## config.mk

```make
export PLATFORM = sky130hd
export DESIGN_NAME = uart_baud_ctrl_flat
export DESIGN_NICKNAME = d
export VERILOG_FILES = /design/src/rtl/uart_baud_pkg.sv /design/src/rtl/uart_baud_ctrl_if.sv /design/src/rtl/uart_tick_prescaler.sv /design/src/rtl/uart_baud_ctrl.sv /design/src/flat_wrapper.sv
export SDC_FILE = /design/constraint.sdc
export NUM_CORES = 1
export LEC_CHECK = 0
export CELL_PAD_IN_SITES_DETAIL_PLACEMENT = 1
export CELL_PAD_IN_SITES_GLOBAL_PLACEMENT = 1
export CORE_MARGIN = 5
export CORE_UTILIZATION = 39
export CTS_CLUSTER_SIZE = 24
export DETAILED_ROUTE_END_ITERATION = 6
export MAX_ROUTING_LAYER = met4
export PLACE_DENSITY = 0.76
export RECOVER_POWER = 50
export SETUP_SLACK_MARGIN = 0.3
export SYNTH_ARGS = -nofsm -noshare
export SYNTH_HDL_FRONTEND = slang
export SYNTH_SLANG_ARGS = --single-unit
```

## constraint.sdc

```tcl
create_clock -name clk -period 2.75 [get_ports clk]
set_input_delay 0.55 -clock clk [delete_from_list [all_inputs] [get_ports clk]]
set_output_delay 0.55 -clock clk [all_outputs]
set_load 0.005 [all_outputs]
```

## src/rtl/uart_baud_pkg.sv

```systemverilog
// Shared types and constants for the runtime-programmable UART baud tick controller.
package uart_baud_pkg;

  typedef enum logic [1:0] {
    IDLE  = 2'd0,
    RUN   = 2'd1,
    DRAIN = 2'd2
  } baud_state_e;

  // Rounded divisor: clk cycles per oversample tick.
  function automatic int calc_div(input int clk_hz, input int baud, input int osr);
    return (clk_hz + (baud * osr) / 2) / (baud * osr);
  endfunction

  // 50 MHz / (115200 * 16), rounded.
  localparam int DEFAULT_DIV_115200 = calc_div(50_000_000, 115_200, 16);
  localparam int MIN_DIV            = 2;

endpackage

```

## src/rtl/uart_baud_ctrl_if.sv

```systemverilog
// Config/enable request and tick outputs between the register block and the baud controller.
interface uart_baud_ctrl_if #(parameter int DIV_W = 16);
  logic             en_i;
  logic             cfg_wr_i;
  logic [DIV_W-1:0] cfg_div_i;
  logic             cfg_busy_o;
  logic             cfg_err_o;
  logic             active_o;
  logic             os_tick_o;
  logic             bit_tick_o;
  logic [DIV_W-1:0] cur_div_o;

  // Register block side.
  modport master (
    output en_i, cfg_wr_i, cfg_div_i,
    input  cfg_busy_o, cfg_err_o, active_o, os_tick_o, bit_tick_o, cur_div_o
  );

  // Baud controller side.
  modport slave (
    input  en_i, cfg_wr_i, cfg_div_i,
    output cfg_busy_o, cfg_err_o, active_o, os_tick_o, bit_tick_o, cur_div_o
  );
endinterface

```

## src/rtl/uart_tick_prescaler.sv

```systemverilog
// Loadable modulo-N counter: counts 0..modulus-1 while enabled, pulses wrap on the last count.
module uart_tick_prescaler #(
  parameter int W = 16
) (
  input  logic         clk,
  input  logic         rst,
  input  logic         clr,
  input  logic         en,
  input  logic [W-1:0] modulus,
  output logic         wrap
);

  logic [W-1:0] cnt_q;

  // Modulus is only changed by the owner while cnt_q is 0, so the compare never skips past it.
  assign wrap = en && !clr && (cnt_q == modulus - W'(1));

  // Counter: clear wins, otherwise advance and fold back to 0 on wrap.
  always_ff @(posedge clk or posedge rst) begin
    if (rst)       cnt_q <= '0;
    else if (clr)  cnt_q <= '0;
    else if (en)   cnt_q <= wrap ? '0 : cnt_q + W'(1);
  end

endmodule

```

## src/rtl/uart_baud_ctrl.sv

```systemverilog
// Baud tick controller: 16x oversample tick and 1x bit tick from a register-loaded divisor.
// Divisor changes and disable are deferred to bit boundaries so no bit is ever shortened.
module uart_baud_ctrl
  import uart_baud_pkg::*;
#(
  parameter int DIV_W       = 16,
  parameter int OSR         = 16,
  parameter int DEFAULT_DIV = DEFAULT_DIV_115200,
  parameter int MIN_DIV     = uart_baud_pkg::MIN_DIV
) (
  input  logic             clk,
  input  logic             rst,
  uart_baud_ctrl_if.slave  bus
);

  localparam int PH_W = $clog2(OSR);

  baud_state_e      state_q, state_d;
  logic [PH_W-1:0]  ph_q;
  logic [DIV_W-1:0] cur_div_q, pend_div_q;
  logic             pend_vld_q;
  logic             os_tick_q, bit_tick_q, cfg_err_q;
  logic             run, os_wrap, bit_wrap, wr_bad, wr_ok;

  assign run      = (state_q != IDLE);
  assign bit_wrap = os_wrap && (ph_q == PH_W'(OSR - 1));
  assign wr_bad   = bus.cfg_wr_i && (bus.cfg_div_i < DIV_W'(MIN_DIV));
  assign wr_ok    = bus.cfg_wr_i && !wr_bad;

  uart_tick_prescaler #(.W(DIV_W)) u_pre (
    .clk     (clk),
    .rst     (rst),
    .clr     (!run),
    .en      (run),
    .modulus (cur_div_q),
    .wrap    (os_wrap)
  );

  // State register.
  always_ff @(posedge clk or posedge rst) begin
    if (rst) state_q <= IDLE;
    else     state_q <= state_d;
  end

  // Next state: DRAIN finishes the current bit; re-enable during DRAIN resumes without a gap.
  always_comb begin
    state_d = state_q;
    case (state_q)
      IDLE:    if (bus.en_i)    state_d = RUN;
      RUN:     if (!bus.en_i)   state_d = DRAIN;
      DRAIN:   if (bus.en_i)    state_d = RUN;
               else if (bit_wrap) state_d = IDLE;
      default:                  state_d = IDLE;
    endcase
  end

  // Phase counter: os ticks within the current bit.
  always_ff @(posedge clk or posedge rst) begin
    if (rst)          ph_q <= '0;
    else if (!run)    ph_q <= '0;
    else if (os_wrap) ph_q <= ph_q + PH_W'(1);
  end

  // Divisor in use: direct load when idle, pending value only at a bit boundary.
  // A value left pending by a write coincident with the final DRAIN boundary is flushed in IDLE,
  // where counters are already at a boundary.
  always_ff @(posedge clk or posedge rst) begin
    if (rst) begin
      cur_div_q <= DIV_W'(DEFAULT_DIV);
    end else if (!run) begin
      if (wr_ok)           cur_div_q <= bus.cfg_div_i;
      else if (pend_vld_q) cur_div_q <= pend_div_q;
    end else if (bit_wrap && pend_vld_q) begin
      cur_div_q <= pend_div_q;
    end
  end

  // Pending divisor: last legal write wins; a write on the apply edge becomes the next pending value.
  always_ff @(posedge clk or posedge rst) begin
    if (rst) begin
      pend_div_q <= '0;
      pend_vld_q <= 1'b0;
    end else if (run && wr_ok) begin
      pend_div_q <= bus.cfg_div_i;
      pend_vld_q <= 1'b1;
    end else if (!run || bit_wrap) begin
      pend_vld_q <= 1'b0;
    end
  end

  // Registered tick and error pulses.
  always_ff @(posedge clk or posedge rst) begin
    if (rst) begin
      os_tick_q  <= 1'b0;
      bit_tick_q <= 1'b0;
      cfg_err_q  <= 1'b0;
    end else begin
      os_tick_q  <= os_wrap;
      bit_tick_q <= bit_wrap;
      cfg_err_q  <= wr_bad;
    end
  end

  assign bus.os_tick_o  = os_tick_q;
  assign bus.bit_tick_o = bit_tick_q;
  assign bus.cfg_err_o  = cfg_err_q;
  assign bus.cfg_busy_o = pend_vld_q;
  assign bus.active_o   = run;
  assign bus.cur_div_o  = cur_div_q;

endmodule

```

## src/flat_wrapper.sv

```systemverilog
// flat-port wrapper written by rule: the top's interface ports become plain ports
module uart_baud_ctrl_flat import uart_baud_pkg::*;
#(
  parameter int DIV_W       = 16,
  parameter int OSR         = 16,
  parameter int DEFAULT_DIV = DEFAULT_DIV_115200,
  parameter int MIN_DIV     = uart_baud_pkg::MIN_DIV
)
  (clk, rst, bus_en_i, bus_cfg_wr_i, bus_cfg_div_i, bus_cfg_busy_o, bus_cfg_err_o, bus_active_o, bus_os_tick_o, bus_bit_tick_o, bus_cur_div_o);
  uart_baud_ctrl_if #(.DIV_W(DIV_W)) bus_i ();
  input  logic clk;
  input  logic rst;
  input wire logic [$bits(bus_i.en_i)-1:0] bus_en_i;
  input wire logic [$bits(bus_i.cfg_wr_i)-1:0] bus_cfg_wr_i;
  input wire logic [$bits(bus_i.cfg_div_i)-1:0] bus_cfg_div_i;
  output wire logic [$bits(bus_i.cfg_busy_o)-1:0] bus_cfg_busy_o;
  output wire logic [$bits(bus_i.cfg_err_o)-1:0] bus_cfg_err_o;
  output wire logic [$bits(bus_i.active_o)-1:0] bus_active_o;
  output wire logic [$bits(bus_i.os_tick_o)-1:0] bus_os_tick_o;
  output wire logic [$bits(bus_i.bit_tick_o)-1:0] bus_bit_tick_o;
  output wire logic [$bits(bus_i.cur_div_o)-1:0] bus_cur_div_o;
  assign bus_i.en_i = bus_en_i;
  assign bus_i.cfg_wr_i = bus_cfg_wr_i;
  assign bus_i.cfg_div_i = bus_cfg_div_i;
  assign bus_cfg_busy_o = bus_i.cfg_busy_o;
  assign bus_cfg_err_o = bus_i.cfg_err_o;
  assign bus_active_o = bus_i.active_o;
  assign bus_os_tick_o = bus_i.os_tick_o;
  assign bus_bit_tick_o = bus_i.bit_tick_o;
  assign bus_cur_div_o = bus_i.cur_div_o;
  uart_baud_ctrl #(.DIV_W(DIV_W), .OSR(OSR), .DEFAULT_DIV(DEFAULT_DIV), .MIN_DIV(MIN_DIV)) u_core (.clk(clk), .rst(rst), .bus(bus_i));
endmodule
```

==> results.md <==
- The slew at the pin closest to its max-slew limit is 1300 ps.
- Counting along the longest clock path gives a buffer depth of 2.
- The final-report setup violation count is 35.
- The clock period minus final worst setup slack is 2950 ps.
- The worst clock skew is 13.1 ps.
- Measured against its own limit, the worst slew margin works out to 13.2%.
- Among cell families on the critical path, the largest total delay comes from compound AO/OA/AOI/OAI gates.
- After technology mapping, the gate count stands at 289.
- Using the TritonRoute via totals, the vias-per-cell ratio works out to 5.89.
- The count of port buffers added during placement is 40.
- Walking the worst path, the cells encountered are or3_1 > nor3_1 > nand3_1 > o32a_1 > a2111oi_4 > buf_4 > o22ai_4 > a22o_1.
- The total clock buffers created by CTS is 9.
- The repair_antennas step left the layout with diodes totalling 0.
- The pin count of the biggest net entering global routing is 29.
- The library cell contributing the largest single delay on the critical path is or3_1.
- The checks that failed: setup timing.
- The register bit count reported by yosys is 58.
- The cell leakage power is 1.86 nW.
- The effective utilization at floorplan is 40.3%.
- The number of nets in the synthesized netlist is 312.
- In this run the vertical extent of the chip is 99.6 um.
- The layout overhead on the synthesized area is 43.5%.
- The initialized floorplan defines 32 standard-cell rows.
- The chip width is 99.6 um.
- The average cell area after synthesis is 10.8 um^2.
- The full die area is 0.00991 mm^2.
- The area of the mapped netlist is 0.00313 mm^2.
- The worst setup margin is -204 ps.
- Setup repair after global routing could not meet its margin everywhere.
- STA puts the critical path data required time at 2990 ps.
- In the layout the commonest cells are 51 x dfrtp_1, 40 x buf_4, 38 x clkdlybuf4s50_1.
- The total of hold buffers inserted after clock tree synthesis is 0.
- The clock drives 58 sinks.
- Clock-pin slew was measured on the worst setup and hold paths at 70 ps.
- The wire length of the first global-routing pass is 15.6 mm.
- The CTS tree is yes.
- The via count of the first global-routing pass is 2994.
- In the synthesized netlist the async set-or-reset flop fraction comes to 100%.
- In this run the worst hold path is classified as reg2reg.
- Yosys printed 0 warnings.
- The core region is 0.00777 mm^2.
- The finished cells cover 0.00449 mm^2.
- In this run the number of H-tree levels came out at 3.
- Dividing the detail-routed wire length by the instance count gives 23.4 um.
- The clock network latency to the later pin of the worst-skew pair is 360 ps.
- Data on the critical path arrives at its endpoint at 3190 ps.
- The most used flip-flop cell after synthesis is dfrtp_1.
- The post-layout net count is 406.
- The final-report hold violation count is 0.
- The fraction of layout instances using a drive strength above 1 is 32.5%.
- The number of antenna violations at the first check in global routing came to 0.
- The library cell used most frequently in the layout, excluding fill and tap cells, is dfrtp_1.
- The max-capacitance violation count is 0.
- The worst-case setup slack after placement is -127 ps.
- The critical-path maximum fanout is 8.
- The post-route clock period utilization is 107%.
- Summing the sequential cell areas from Yosys gives 46.6% of the chip area.
- Counting both buffers and inverters, the worst setup path holds a total of 1.
- The total congestion overflow is 0.
- IR analysis of the VDD net gives a maximum drop of 0.424 mV.
- The number of max-slew violations in the final report is 0.
- The number of design rule violations left after detail routing is 0.
- The detail route stage leaves a number of antenna-violating nets equal to 0.
- On the worst path, the slowest cell contributes a delay of 480 ps.
- The number of enable flip-flop cells after synthesis is 0.
- Detailed placement ended at an HPWL of 6.62 mm.
- The multi-input combinational cell area is 0.00181 mm^2.
- The initial detailed-routing violation count is 130.
- The flow ran to the end, but the final reports show violations.
- The final routed wirelength across all metal layers is 11.5 mm.
- The routed via count is 2884.
- The area of placed instances is 0.00396 mm^2.
- The combined flip-flop and latch cell area is 0.00146 mm^2.
- STA classifies the critical path startpoint as a flip-flop.
- For this run, the detailed router's first-pass iteration total came to 4.
- The areal power density over the cells is 773 mW/mm^2.
- For this run, the top clock speed supported by timing is 0.339 GHz.
- The filler cell count in the final layout is 821.
- The congestion estimate from routability-driven global placement came to 0.892.
- 41 I/O pins were placed.
- In this run the clock root is driven by a clkbuf_8.
- Synthesis instantiated 53 different standard cells from the library.
- In the global route stage, overall resource usage came out at 20.9%.
- The kind of capture point of the worst setup path is a flip-flop.
- The worst setup path category is reg2reg.
[registers in the layout, summed over array words and instances, names as in the netlist]
name	flops
u_core.state_q	2
u_core.u_pre.cnt_q	16
u_core.bus.cur_div_o	16
u_core.pend_div_q	16
u_core.bus.bit_tick_o	1
u_core.bus.cfg_err_o	1
u_core.bus.cfg_busy_o	1
u_core.bus.os_tick_o	1
u_core.ph_q	4
[final timing paths]
| check | start | to | slack, ps | cells after the start |
|---|---|---|---|---|
| setup / recovery | u_core.bus.cur_div_o[5] | u_core.bus.cur_div_o[6] | -200 | 8 |
| hold / removal | u_core.pend_div_q[5] | u_core.pend_div_q[5] | 510 | 1 |
| setup reg to reg | u_core.bus.cur_div_o[5] | u_core.bus.cur_div_o[6] | -200 | 8 |
| hold reg to reg | u_core.pend_div_q[5] | u_core.pend_div_q[5] | 510 | 1 |
| max in group asynchronous | rst | u_core.ph_q[1] | 430 | 3 |
| min in group asynchronous | rst | u_core.pend_div_q[7] | 640 | 2 |
[power breakdown]
part	internal, mW	total, mW	switching [mW]
Clock	0.348	0.731	0.382
Combinational	0.795	1.54	0.746
Sequential	1.00	1.20	0.195
Total	2.14	3.47	1.32
[through the flow]
step                instances  setup TNS, ps  util (%)  total power [mW]  hold slack, ps
CTS                       482           -284      55.7              3.24             445
finish                    490          -4500      57.8              3.47             510
global route              490          -7120      57.8              3.61             537
global placement          460              0      51.0              2.33             468
detailed placement        460          -1970      51.0              2.38             494
floorplan                 289           -119         -              1.77             454
[kinds of logic after synthesis]
kind of cell,count (synthesis),synth area share [%]
multiplexers,16,5.76
flip-flops,58,46.6
buffers and inverters,19,2.80
AO/OA/AOI/OAI,58,15.5
AND/OR/NAND/NOR,96,17.2
adder cells (fa/ha/maj),3,1.20
XOR/XNOR,39,10.9
[cell type report]
| cell class | count | area share, % |
|---|---|---|
| Inverter | 8 | 0.753 |
| Clock buffer | 11 | 3.15 |
| Multi-Input combinational cell | 213 | 40.3 |
| Tap cell | 102 | 2.84 |
| Sequential cell | 58 | 32.5 |
| Timing Repair Buffer | 93 | 19.7 |
| Clock inverter | 5 | 0.697 |
[synthesized netlist by cell type (2+ instances only)]
| cell | number | area (um^2) |
|---|---|---|
| inv_1 | 7 | 26.3 |
| nand2_1 | 12 | 45.0 |
| a31oi_1 | 2 | 12.5 |
| a22o_1 | 32 | 280 |
| clkbuf_1 | 5 | 18.8 |
| or4_1 | 2 | 15.0 |
| xnor2_1 | 23 | 201 |
| and3_1 | 7 | 43.8 |
| nor4b_1 | 2 | 17.5 |
| nor4_1 | 7 | 43.8 |
| and2_1 | 2 | 12.5 |
| nand3_1 | 9 | 45.0 |
| a21oi_1 | 7 | 35.0 |
| or3_1 | 5 | 31.3 |
| nand4_1 | 8 | 50.1 |
| dfstp_2 | 4 | 105 |
| nor3_1 | 5 | 25.0 |
| ha_1 | 3 | 37.5 |
| nor2_1 | 23 | 86.3 |
| xor2_1 | 16 | 140 |
| buf_2 | 4 | 20.0 |
| o31ai_1 | 2 | 15.0 |
| dfrtp_1 | 54 | 1350 |
| mux2_2 | 16 | 180 |
| o21ai_0 | 4 | 20.0 |
[metal layers]
| metal | wire (um) | track usage (%) | up-vias | part of all wire (%) |
|---|---|---|---|---|
| li1 | - | - | 1261 | - |
| met1 | 4490 | 23.3 | 1464 | 39 |
| met2 | 5880 | 36.7 | 121 | 51 |
| met3 | 567 | 4.49 | 38 | 4.9 |
| met4 | 520 | 7.77 | 0 | 4.5 |
| met5 | 0 | - | - | 0 |
[repair_timing]
action	4_1_cts	5_1_grt
buffers inserted	5	7
cloned	1	1
setup endpoints to repair	40	41
resized for setup	26	25
pin swaps	10	23
Power figures use the tool's default switching activity.
